--- src/rtl/cdc_handshake_rx_ctrl_pkg.sv ---
// Shared types and defaults for the receive side of the REQ/ACK clock-domain crossing.
package cdc_handshake_rx_ctrl_pkg;

    localparam int unsigned DATA_W_DEF      = 8;
    localparam int unsigned SYNC_STAGES_DEF = 2;
    localparam int unsigned CNT_W_DEF       = 8;

    typedef enum logic [1:0] {
        IDLE   = 2'd0,
        HOLD   = 2'd1,
        ACK_HI = 2'd2
    } state_e;

endpackage

--- src/rtl/cdc_handshake_rx_ctrl_if.sv ---
// Crossing bus: source request/data, local valid/ready, and status back out.
interface cdc_handshake_rx_ctrl_if
    import cdc_handshake_rx_ctrl_pkg::*;
#(
    parameter int unsigned DATA_W = DATA_W_DEF,
    parameter int unsigned CNT_W  = CNT_W_DEF
);

    logic              REQ_ASYNC;
    logic [DATA_W-1:0] DATA_ASYNC;
    logic              OUT_READY;
    logic [DATA_W-1:0] OUT_DATA;
    logic              OUT_VALID;
    logic              ACK;
    logic              BUSY;
    logic [CNT_W-1:0]  XFER_CNT;

    // master: source domain plus local consumer; slave: the receive controller
    modport master (
        output REQ_ASYNC, DATA_ASYNC, OUT_READY,
        input  OUT_DATA, OUT_VALID, ACK, BUSY, XFER_CNT
    );

    modport slave (
        input  REQ_ASYNC, DATA_ASYNC, OUT_READY,
        output OUT_DATA, OUT_VALID, ACK, BUSY, XFER_CNT
    );

endinterface

--- src/rtl/cdc_handshake_rx_ctrl_sync_chain.sv ---
// Multi-flop level synchronizer with synchronous active-high clear.
module cdc_handshake_rx_ctrl_sync_chain #(
    parameter int unsigned NUM_STAGES = 2
) (
    input  logic clk_i,
    input  logic rst_i,
    input  logic d_i,
    output logic q_o
);

    logic [NUM_STAGES-1:0] sync_q;
    logic [NUM_STAGES-1:0] sync_d;

    always_comb begin
        sync_d = {sync_q[NUM_STAGES-2:0], d_i};
    end

    always_ff @(posedge clk_i) begin
        if (rst_i) begin
            sync_q <= '0;
        end else begin
            sync_q <= sync_d;
        end
    end

    assign q_o = sync_q[NUM_STAGES-1];

endmodule

--- src/rtl/cdc_handshake_rx_ctrl.sv ---
// Destination-side 4-phase handshake controller: synchronizes REQ, captures data,
// offers it on valid/ready and returns ACK to the source domain.
module cdc_handshake_rx_ctrl
    import cdc_handshake_rx_ctrl_pkg::*;
#(
    parameter int unsigned DATA_W     = DATA_W_DEF,
    parameter int unsigned NUM_STAGES = SYNC_STAGES_DEF,
    parameter int unsigned CNT_W      = CNT_W_DEF
) (
    input logic                    CLK,
    input logic                    RST,
    cdc_handshake_rx_ctrl_if.slave bus
);

    logic              req_s;
    state_e            state_q, state_d;
    logic [DATA_W-1:0] out_data_q, out_data_d;
    logic              out_valid_q, out_valid_d;
    logic              ack_q, ack_d;
    logic              busy_q, busy_d;
    logic [CNT_W-1:0]  xfer_cnt_q, xfer_cnt_d;

    cdc_handshake_rx_ctrl_sync_chain #(
        .NUM_STAGES (NUM_STAGES)
    ) u_req_sync (
        .clk_i (CLK),
        .rst_i (RST),
        .d_i   (bus.REQ_ASYNC),
        .q_o   (req_s)
    );

    // DATA_ASYNC is only sampled in IDLE once req_s is seen, when the source holds it stable.
    always_comb begin
        state_d     = state_q;
        out_data_d  = out_data_q;
        out_valid_d = out_valid_q;
        ack_d       = ack_q;
        xfer_cnt_d  = xfer_cnt_q;

        unique case (state_q)
            IDLE: begin
                if (req_s) begin
                    out_data_d  = bus.DATA_ASYNC;
                    out_valid_d = 1'b1;
                    state_d     = HOLD;
                end
            end
            HOLD: begin
                // req_s dropping here is a source violation; the transfer still completes.
                if (bus.OUT_READY) begin
                    out_valid_d = 1'b0;
                    ack_d       = 1'b1;
                    xfer_cnt_d  = xfer_cnt_q + 1'b1;
                    state_d     = ACK_HI;
                end
            end
            ACK_HI: begin
                if (!req_s) begin
                    ack_d   = 1'b0;
                    state_d = IDLE;
                end
            end
            default: begin
                out_valid_d = 1'b0;
                ack_d       = 1'b0;
                state_d     = IDLE;
            end
        endcase

        busy_d = (state_d != IDLE);
    end

    always_ff @(posedge CLK) begin
        if (RST) begin
            state_q     <= IDLE;
            out_data_q  <= '0;
            out_valid_q <= 1'b0;
            ack_q       <= 1'b0;
            busy_q      <= 1'b0;
            xfer_cnt_q  <= '0;
        end else begin
            state_q     <= state_d;
            out_data_q  <= out_data_d;
            out_valid_q <= out_valid_d;
            ack_q       <= ack_d;
            busy_q      <= busy_d;
            xfer_cnt_q  <= xfer_cnt_d;
        end
    end

    assign bus.OUT_DATA  = out_data_q;
    assign bus.OUT_VALID = out_valid_q;
    assign bus.ACK       = ack_q;
    assign bus.BUSY      = busy_q;
    assign bus.XFER_CNT  = xfer_cnt_q;

endmodule

--- src/flat_wrapper.sv ---
// flat-port wrapper written by rule: the top's interface ports become plain ports
module cdc_handshake_rx_ctrl_flat import cdc_handshake_rx_ctrl_pkg::*;
#(
    parameter int unsigned DATA_W     = DATA_W_DEF,
    parameter int unsigned NUM_STAGES = SYNC_STAGES_DEF,
    parameter int unsigned CNT_W      = CNT_W_DEF
)
  (CLK, RST, bus_REQ_ASYNC, bus_DATA_ASYNC, bus_OUT_READY, bus_OUT_DATA, bus_OUT_VALID, bus_ACK, bus_BUSY, bus_XFER_CNT);
  cdc_handshake_rx_ctrl_if #(.DATA_W(DATA_W), .CNT_W(CNT_W)) bus_i ();
  input logic CLK;
  input logic RST;
  input wire logic [$bits(bus_i.REQ_ASYNC)-1:0] bus_REQ_ASYNC;
  input wire logic [$bits(bus_i.DATA_ASYNC)-1:0] bus_DATA_ASYNC;
  input wire logic [$bits(bus_i.OUT_READY)-1:0] bus_OUT_READY;
  output wire logic [$bits(bus_i.OUT_DATA)-1:0] bus_OUT_DATA;
  output wire logic [$bits(bus_i.OUT_VALID)-1:0] bus_OUT_VALID;
  output wire logic [$bits(bus_i.ACK)-1:0] bus_ACK;
  output wire logic [$bits(bus_i.BUSY)-1:0] bus_BUSY;
  output wire logic [$bits(bus_i.XFER_CNT)-1:0] bus_XFER_CNT;
  assign bus_i.REQ_ASYNC = bus_REQ_ASYNC;
  assign bus_i.DATA_ASYNC = bus_DATA_ASYNC;
  assign bus_i.OUT_READY = bus_OUT_READY;
  assign bus_OUT_DATA = bus_i.OUT_DATA;
  assign bus_OUT_VALID = bus_i.OUT_VALID;
  assign bus_ACK = bus_i.ACK;
  assign bus_BUSY = bus_i.BUSY;
  assign bus_XFER_CNT = bus_i.XFER_CNT;
  cdc_handshake_rx_ctrl #(.DATA_W(DATA_W), .NUM_STAGES(NUM_STAGES), .CNT_W(CNT_W)) u_core (.CLK(CLK), .RST(RST), .bus(bus_i));
endmodule
--- config.mk ---
export PLATFORM = sky130hd
export DESIGN_NAME = cdc_handshake_rx_ctrl_flat
export DESIGN_NICKNAME = d
export VERILOG_FILES = /design/src/rtl/cdc_handshake_rx_ctrl_pkg.sv /design/src/rtl/cdc_handshake_rx_ctrl_if.sv /design/src/rtl/cdc_handshake_rx_ctrl_sync_chain.sv /design/src/rtl/cdc_handshake_rx_ctrl.sv /design/src/flat_wrapper.sv
export SDC_FILE = /design/constraint.sdc
export NUM_CORES = 1
export LEC_CHECK = 0
export BUFFER_PORTS_ARGS = -buffer_cell sky130_fd_sc_hd__buf_2
export CAP_MARGIN = 15
export CORE_MARGIN = 2
export CORE_UTILIZATION = 47
export DETAILED_ROUTE_END_ITERATION = 6
export PLACE_DENSITY_LB_ADDON = 0.3
export REMOVE_ABC_BUFFERS = 1
export SLEW_MARGIN = 0
export SYNTH_ARGS = -nofsm -noshare
export SYNTH_HDL_FRONTEND = slang
export SYNTH_SLANG_ARGS = --single-unit
--- constraint.sdc ---
create_clock -name CLK -period 1.6 [get_ports CLK]
set_clock_uncertainty 0.15 [all_clocks]
set_input_delay 0.16 -clock CLK [delete_from_list [all_inputs] [get_ports CLK]]
set_output_delay 0.16 -clock CLK [all_outputs]
set_load 0.05 [all_outputs]
# Yosys cells after proc, flatten, opt, wreduce, memory -nomap -nowiden
# Cells that the tools add are included.
dict set report totals {
  regBits 23
  output_inout_bits 19
  wordCells 31
}
dict set report classes {
  mux 10
  add_sub_neg 1
  n_bitwise 2
  reduce_logical 6
  eq_ne 5
}
# op n
set ops {}
lappend ops {{8-bit by 1-bit adder with 8-bit output, second input constant} 1}
lappend ops {{2-bit two-way mux} 3}
lappend ops {{2-bit != test, second input constant} 3}
lappend ops {{1-bit case mux with 3 select lines} 2}
lappend ops {{2-bit case mux with 3 select lines} 1}
lappend ops {{3-bit AND reduction} 2}
lappend ops {{1-bit two-way mux} 4}
lappend ops {{2-bit AND reduction} 2}
lappend ops {{2-bit by 1-bit == test with 1-bit output, second input constant} 1}
lappend ops {{2-bit == test, second input constant} 1}
lappend ops {{2-bit logical NOT} 1}
lappend ops {{1-bit inverter} 2}
lappend ops {{2-bit nonzero test} 1}

# Longest topological paths before layout
# Gate-level depths: netlist of the first run.
dict set report logic_depth {
  depth_word 3
  ltp_mapped 5
  depth_no_buf 4
}

# Hierarchy
# A second synthesis of the first run with hierarchy kept.
dict set report hier_totals {
  cells_unflattened 90
  hier_area_um2 897.1
}
# module cells_each n_inst area_each_um2
set by_module_without_submodules {}
lappend by_module_without_submodules {cdc_handshake_rx_ctrl 86 1 844.6}
lappend by_module_without_submodules {cdc_handshake_rx_ctrl_sync_chain 4 1 52.6}

# Least setup slack after synthesis of the first run
# Ideal clock, no wire load.
dict set report synth_timing {
  kind {register to register}
  start {reg u_core.xfer_cnt_q[0], in the netlist u_core.bus.XFER_CNT[0]}
  end {reg u_core.xfer_cnt_q[4], in the netlist u_core.bus.XFER_CNT[4]}
  stages_incl_launch_ff 5
  t_required_ns 1.379
  t_arrival_ns 1.547
  slack_ns -0.167
  path_cell_list {dfxtp_1 ha_1 nand4b_1 or3_1 a21oi_1}
}
dict set report synth_via {
  elab_chain_cells 1
}
# element line
set synth_rtl {}
lappend synth_rtl {{start: declaration} cdc_handshake_rx_ctrl.sv:21} ;# logic [CNT_W-1:0] xfer_cnt_q, xfer_cnt_d;
lappend synth_rtl {{start signal: assignment} cdc_handshake_rx_ctrl.sv:87} ;# xfer_cnt_q <= xfer_cnt_d;
lappend synth_rtl {{8-bit by 1-bit adder with 8-bit output} cdc_handshake_rx_ctrl.sv:53} ;# xfer_cnt_d = xfer_cnt_q + 1'b1;
# No other way between the ends.
# A chain may end at the register's enable or synchronous reset.

# Worst setup path after layout of the first run
dict set report layout_timing {
  start {in bus_OUT_READY}
  end {reg u_core.xfer_cnt_q[5], in the netlist u_core.bus.XFER_CNT[5]}
}
dict set report layout_via {
  elab_chain_cells 1
}
# element line
set layout_rtl {}
lappend layout_rtl {{start: declaration} flat_wrapper.sv:14} ;# input wire logic [$bits(bus_i.OUT_READY)-1:0] bus_OUT_READY;
lappend layout_rtl {{2-bit AND reduction (no source line)} --}
# No other way between the ends.

==> summary.txt, run 1 <==
Worst setup path
  • Critical path endpoint category: flop
  • Crit-path cells: dlygate4sd3_1 > buf_2 > nand3b_4 > or4_1 > a21oi_1
  • Required @ worst endpoint: ~1.7 ns
  • Crit-path max cell delay: roughly 0.53 ns
  • Worst r2r src: u_core.state_q[1]
  • Worst setup path startpoint: bus_OUT_READY
  • Worst Path Class, Setup: in -> reg
  • Worst Reg-to-Reg Cells: 3
  • Worst r2r dst: u_core.bus.XFER_CNT[5]
  • Worst Setup EP: u_core.bus.XFER_CNT[5]
  • Worst EP arrival: ~1.6 ns
  • CP max stage cell: dlygate4sd3_1
  • Crit-path max FO: 7
  • CP Launch Type: input port
  • Reg2Reg Setup Slack: ~0.11 ns

Timing
  • Slew headroom: 74.1%
  • Post-route setup slack: approximately 0.07 ns
  • Worst-Margin Slew: a little under 0.4 ns
  • Max-slew violations: 0
  • Post-layout min period: approximately 1.5 ns
  • Final hold viol count: 0
  • Final setup fails: 0
  • Tcrit/Tclk final: 95.6%
  • Fmax: 0.654 GHz

Place
  • Gpl congestion: ~0.74
  • Placement Cell Area: between 1000 and 1500 sq um
  • Port Buffers: 30
  • DPL Wire Length: between 1 and 1.5 mm
  • Placed Cells: between 100 and 150
  • Pre-CTS setup slack: 0.0876 ns

Global route
  • Initial antenna violation count: 0
  • Largest net degree at the start of global routing: 23
  • Grt ovf: 0
  • Vias in the first global route: just under 700
  • Total GRT Usage: approximately 18%
  • First-pass GRT wire length: ~2.7 mm

Detailed routing
  • DR pass1 iterations: 2
  • Drt wl/cell: approximately 12 microns
  • First DRT Iteration DRCs: 5
  • Via Count: ~800
  • Vias/cell: between 4 and 5
  • Final antenna-violating net count: 0
  • Final wirelength: between 1.5 and 2 mm
  • Drt drc: 0

Clock tree
  • CTS Buf Count: 3
  • Clk root buf: clkbuf_4
  • Clock Tree Buf Depth: 2
  • CTS tree: done
  • CTS Sinks: 23
  • Clock-pin slew on the worst setup and hold paths: 0.12 ns
  • Clk_lat worst skew: 0.30 ns
  • H-Tree Depth: 1

Status
  • Status: completed

Pwr
  • Worst VDD drop: ~0.6 mV
  • Lkg Pwr: 0.538 nW
  • Total design power: between 0.0009 and 0.001 W
  • PwrDens: 827 nW/um^2

Yosys
  • Synth top area share: approximately 53%
  • Seq cells post-synth: 23
  • Most common cell in the synthesized netlist: dfxtp_1
  • Top cell type by total area after synthesis: dfxtp_1
  • Number of synthesized flops with an enable pin: 0
  • Most common flop cell mapped by yosys: dfxtp_1
  • Fraction of registers with async set/reset: 0%
  • Synth cell count leaders: 23 x dfxtp_1, 12 x nor2_1, 9 x a21oi_1, 9 x mux2i_1, 5 x o21ai_0
  • Sequential-to-total area share from yosys stat: a little over half
  • Netlist cell types: 24
  • Synth warnings: 0
  • Syn_area_per_cell: 9.98 sq um
  • Synth area leaders: dfxtp_1 53%, mux2i_1 10%, a21oi_1 5.2%
  • Mapped Area: 868 sq um
  • Gate Count Post-Synth: 87

Hold path
  • Min-delay worst type: in -> reg

Die
  • DIE WIDTH: 47.0 microns
  • Die Span Y: approximately 47 microns
  • IO Pins: 31
  • Rows: 15
  • Core footprint: roughly 1700 sq um
  • Die area: around 2200 sq um
  • Starting Density: 50.3%

Layout
  • Fin nets: around 150
  • Post-Layout Inst Area: between 1000 and 1500 sq um
  • Layout cells sized above 1: 31.3%
  • # diodes: 0
  • Filler cell count: approximately 150
  • Layout area overhead: 37.3%
  • Final std cells w/o fill: about 160
  • FF+latch area: 462 sq um
  • Multi-input combinational cell area: around 390 sq um

Flow run
  • Max_cap viols: 0
==> flip-flops by register name (all words and copies together) (netlist names) <==
name,cells
u_core.bus.ACK,1
u_core.bus.OUT_DATA,8
u_core.bus.XFER_CNT,8
u_core.u_req_sync.sync_q,2
u_core.bus.BUSY,1
u_core.state_q,2
u_core.bus.OUT_VALID,1
==> kinds of logic (layout without fill, tap and decap cells) <==
family | Yosys count | after routing | synth area share [%]
flip-flops | 23 | 23 | 53.0
buffers and inverters | 5 | 49 | 2.74
AO/OA/AOI/OAI | 18 | 18 | 11.5
AND/OR/NAND/NOR | 29 | 29 | 18.9
multiplexers | 9 | 9 | 10.4
XOR/XNOR | 2 | 2 | 2.02
adder cells (fa/ha/maj) | 1 | 1 | 1.44
==> worst max-delay path, delay by kind of cell <==
kind                   cells  cell delay, ns
AOI/OAI and AO/OA          1            0.14
buffers and inverters      2            0.69
and+or+nand+nor            2            0.64
==> stage by stage <==
stage	utilization [%]	hold WS [ns]	setup TNS, ns
finish	69.1	0.0986	0
global route	69.1	0.0989	-0.000701
CTS	68.6	0.0955	0
detailed placement	61.2	0.242	0
global placement	61.2	0.216	0
floorplan	-	0.0791	-3.51
==> layout by cell type, fill, tap and decap left out, types with 2 or more instances in the layout <==
cell type,netlist,layout
buf_2,1,30
dfxtp_1,23,22
nor2_1,12,12
dlygate4sd3_1,0,10
mux2i_1,9,9
a21oi_1,9,9
o21ai_0,5,5
buf_4,1,4
nor2b_1,3,3
nand2_1,3,3
clkbuf_4,0,3
xor2_1,2,2
nand4_1,2,2
or3_1,2,2
o31ai_1,2,2
or4_1,2,2
==> what timing repair did <==
item                       in CTS  in global routing
gates resized for setup         0                  1
hold endpoints to repair       10                  0
hold buffers                   10                  0
setup endpoints to repair       0                  1
setup buffers                   0                  1
==> power by group <==
part / internal (W) / leakage, nW / total, W / switching [W]
Sequential: 0.000588 / 0.187 / 0.000597 / 0.00000897
Combinational: 0.0000538 / 0.336 / 0.000133 / 0.0000793
Clock: 0.0000970 / 0.0150 / 0.000255 / 0.000158
Total: 0.000739 / 0.538 / 0.000986 / 0.000247
==> layer usage <==
layer / routed length, microns / global-route usage [%] / share of wire (%) / up-vias
li1: - / - / - / 393
met1: 760 / 18.9 / 41 / 361
met2: 984 / 33.2 / 53 / 21
met3: 84 / 3.85 / 4.6 / 2
met4: 15 / 6.67 / 0.81 / 0
met5: 0 / 0 / 0 / -
==> worst min path at each step <==
stage	start	slack, ns	depth (start not counted)	end
after global routing	RST	0.1	2	u_core.bus.OUT_DATA[7]
after floorplan	RST	0.08	1	u_core.bus.ACK
after global placement	bus_REQ_ASYNC	0.22	2	u_core.u_req_sync.sync_q[0]
after detailed placement	bus_REQ_ASYNC	0.24	2	u_core.u_req_sync.sync_q[0]
final	RST	0.1	2	u_core.bus.OUT_DATA[6]
after CTS	RST	0.1	2	u_core.bus.OUT_DATA[6]
==> layout make-up <==
type                            instances  share of cell area, %
Timing Repair Buffer                   44                   23.5
Inverter                                1                  0.315
Multi-Input combinational cell         59                   32.6
Sequential cell                        23                   38.7
Clock buffer                            4                   2.20
Tap cell                               25                   2.62
(Power assumes the default switching activity.)
==> run 2: changes to the inputs <==
--- a/config.mk
+++ b/config.mk
@@ -5,6 +5,7 @@
 export SDC_FILE = /design/constraint.sdc
 export NUM_CORES = 1
 export LEC_CHECK = 0
+export ABC_AREA = 1
 export BUFFER_PORTS_ARGS = -buffer_cell sky130_fd_sc_hd__buf_2
 export CAP_MARGIN = 15
 export CORE_MARGIN = 2
==> run 2 against run 1 <==
Against the previous run: utilization decreased by 0.12 points; routed wire length decreased by 0.81%; critical path depth decreased by 1; final cell count increased by 17%; critical path type unchanged; critical endpoint is now u_core.u_req_sync.sync_q[0]; highest routed layer unchanged.
==> summary.txt, run 2 <==
Status
  • Status: completed

Clock tree
  • Clk_lat worst skew: 0.31 ns
  • CTS Buf Count: 3
  • Post-CTS setup buffer count: 0
  • H-Tree Depth: 1
  • CTS Sinks: 23
  • Clock Tree Buf Depth: 2
  • Clk root buf: clkbuf_4
  • CTS tree: done
  • Clock-pin slew on the worst setup and hold paths: 0.12 ns

Global route
  • M1 GR Usage: between 20% and 30%
  • GR peak layer: met2
  • Initial antenna violation count: 0
  • Grt ovf: 0
  • GRT met3 Usage: between 2 and 3%
  • First-pass GRT wire length: ~2.9 mm
  • Largest net degree at the start of global routing: 15
  • Met2 Use GR: about a third
  • Vias in the first global route: approximately 750
  • Total GRT Usage: around 18%

Layout
  • Fin nets: 171
  • Multi-input combinational cell area: a little under 400 sq um
  • Filler cell count: about 160
  • Post-layout util: a little under 70%
  • Layout cells sized above 1: 27.4%
  • Commonest non-fill, non-tap cell in the layout: buf_2
  • Layout area overhead: 34.1%
  • Commonest cells after routing, fill and taps aside: 30 x buf_2, 28 x nor2_1, 23 x dfxtp_1
  • FF+latch area: between 400 and 500 sq um
  • # diodes: 0

Place
  • Port Buffers: 30
  • DPL Wire Length: approximately 1.2 mm
  • Gpl congestion: about 0.69

Yosys
  • Mapped Area: 907 sq um
  • Gate Count Post-Synth: around 110
  • Sequential-to-total area share from yosys stat: 50.8%
  • Number of synthesized flops with an enable pin: 0
  • Most common cell in the synthesized netlist: nor2_1
  • Synth area leaders: dfxtp_1 51%, nor2_1 12%, nand2_1 6.6%
  • Synth top area share: 50.8%
  • Netlist cell types: 16
  • Syn_area_per_cell: roughly 8.0 sq um
  • Most common flop cell mapped by yosys: dfxtp_1
  • Synth cell count leaders: 28 x nor2_1, 23 x dfxtp_1, 16 x nand2_1
  • Synth warnings: 0
  • Fraction of registers with async set/reset: 0%
  • Top cell type by total area after synthesis: dfxtp_1
  • Seq cells post-synth: 23

Detailed routing
  • Final antenna-violating net count: 0
  • Drt wl/cell: 10.0 microns
  • Drt drc: 0
  • First DRT Iteration DRCs: 3
  • DR pass1 iterations: 3
  • Vias/cell: roughly 4.6
  • Via Count: 838
  • Final wirelength: around 1.8 mm

Timing
  • Max-slew violations: 0
  • Setup_tns: 0 ns
  • Final setup fails: 0
  • Tcrit/Tclk final: between 80% and 90%
  • Final hold viol count: 0
  • Slew headroom: ~77%
  • Fmax: about 0.7 GHz
  • Worst-Margin Slew: between 0.3 and 0.4 ns
  • Post-layout min period: approximately 1.4 ns
  • RSZ-0062 raised after global routing: no
  • Hold WS: approximately 0.03 ns

Worst setup path
  • Worst Setup EP: u_core.u_req_sync.sync_q[0]
  • Worst EP arrival: about 1.5 ns
  • Worst r2r dst: u_core.bus.OUT_DATA[0]
  • Reg2Reg Setup Slack: approximately 0.28 ns
  • Worst Reg-to-Reg Cells: 6
  • CP Launch Type: input port
  • Required @ worst endpoint: about 1.7 ns
  • Crit-path max FO: 10
  • Worst Path Class, Setup: in -> reg
  • Critical path endpoint category: flop
  • Worst r2r src: u_core.state_q[0]
  • Worst setup path startpoint: RST

Pwr
  • PwrDens: around 830 nW/um^2
  • Sw Ratio: between 20% and 30%
  • Lkg Pwr: between 0.6 and 0.7 nW
  • Total design power: approximately 0.001 W
  • Internal: between 0.0007 and 0.0008 W
  • Seq pwr share: 59.2%
  • Comb pwr share: roughly 14%
  • Psw: roughly 0.00028 W
  • Clock power frac: a little over a quarter
  • Worst VDD drop: approximately 0.64 mV

Die
  • Die area: between 2000 and 2500 sq um
  • IO Pins: 31
  • Die Span Y: between 40 and 50 microns
  • Starting Density: between 50% and 60%
  • Core footprint: roughly 1800 sq um
  • DIE WIDTH: 47.9 microns
  • Rows: 15

Hold path
  • Min-delay worst type: in -> reg

Flow run
  • Max_cap viols: 0
## run 2: how the worst min path moves through the flow
stage	end	cells past startpoint	slack (ns)	start
after detailed placement	u_core.u_req_sync.sync_q[0]	3	0.22	bus_REQ_ASYNC
after global placement	u_core.u_req_sync.sync_q[0]	3	0.21	bus_REQ_ASYNC
final	u_core.state_q[0]	4	0.03	bus_OUT_READY
after CTS	u_core.state_q[0]	4	0.02	bus_OUT_READY
after floorplan	u_core.bus.ACK	1	0.08	RST
after global routing	u_core.state_q[0]	4	0.07	bus_OUT_READY
## run 2: stage by stage
stage / setup WS (ns) / cell area, sq um / cells
2_1_floorplan: -0.0767 / 897 / 112
3_3_place_gp: 0.345 / 1080 / 167
3_5_place_dp: 0.291 / 1080 / 167
4_1_cts: 0.175 / 1220 / 182
5_1_grt: 0.0908 / 1220 / 182
6_report: 0.166 / 1220 / 182
## run 2: critical path, cell delays in order
cell and delay, ns:
dlygate4sd3_1 0.52, buf_2 0.20, nor2_1 0.06, dlygate4sd3_1 0.55
## run 2: area by class of cell
class / count / area share, %
clock buffer: 3 / 1.85
clock inverter: 1 / 0.412
inverter: 11 / 3.40
multi-input combinational: 78 / 32.5
sequential: 23 / 37.9
tap: 25 / 2.57
timing repair buffer: 41 / 21.4
## run 2: cell families after synthesis
family | share of synthesized area, %
xor+xnor | 1.93
fa+ha+maj | 1.38
buf+inv | 5.66
flops | 50.8
compound gates | 11.4
simple gates | 28.8
## run 2: layer usage
| metal | vias to the layer above | routed length [microns] |
|---|---|---|
| li1 | 444 | - |
| met3 | 3 | 83 |
| met1 | 370 | 821 |
| met2 | 21 | 902 |
| met5 | - | 0 |
| met4 | 0 | 22 |
## run 2: what timing repair did
| action | 4_1_cts | 5_1_grt |
|---|---|---|
| hold buffers | 11 | 0 |
| hold endpoints to repair | 17 | 0 |
| resized for setup | 0 | 0 |
## run 2: power groups by stage
stage	sequential, W	combinational [W]	clock, W
2_1_floorplan	0.000665	0.0000337	0
3_3_place_gp	0.000612	0.000123	0
3_5_place_dp	0.000613	0.000124	0
4_1_cts	0.000601	0.000145	0.000278
5_1_grt	0.000604	0.000157	0.000295
6_report	0.000601	0.000146	0.000268
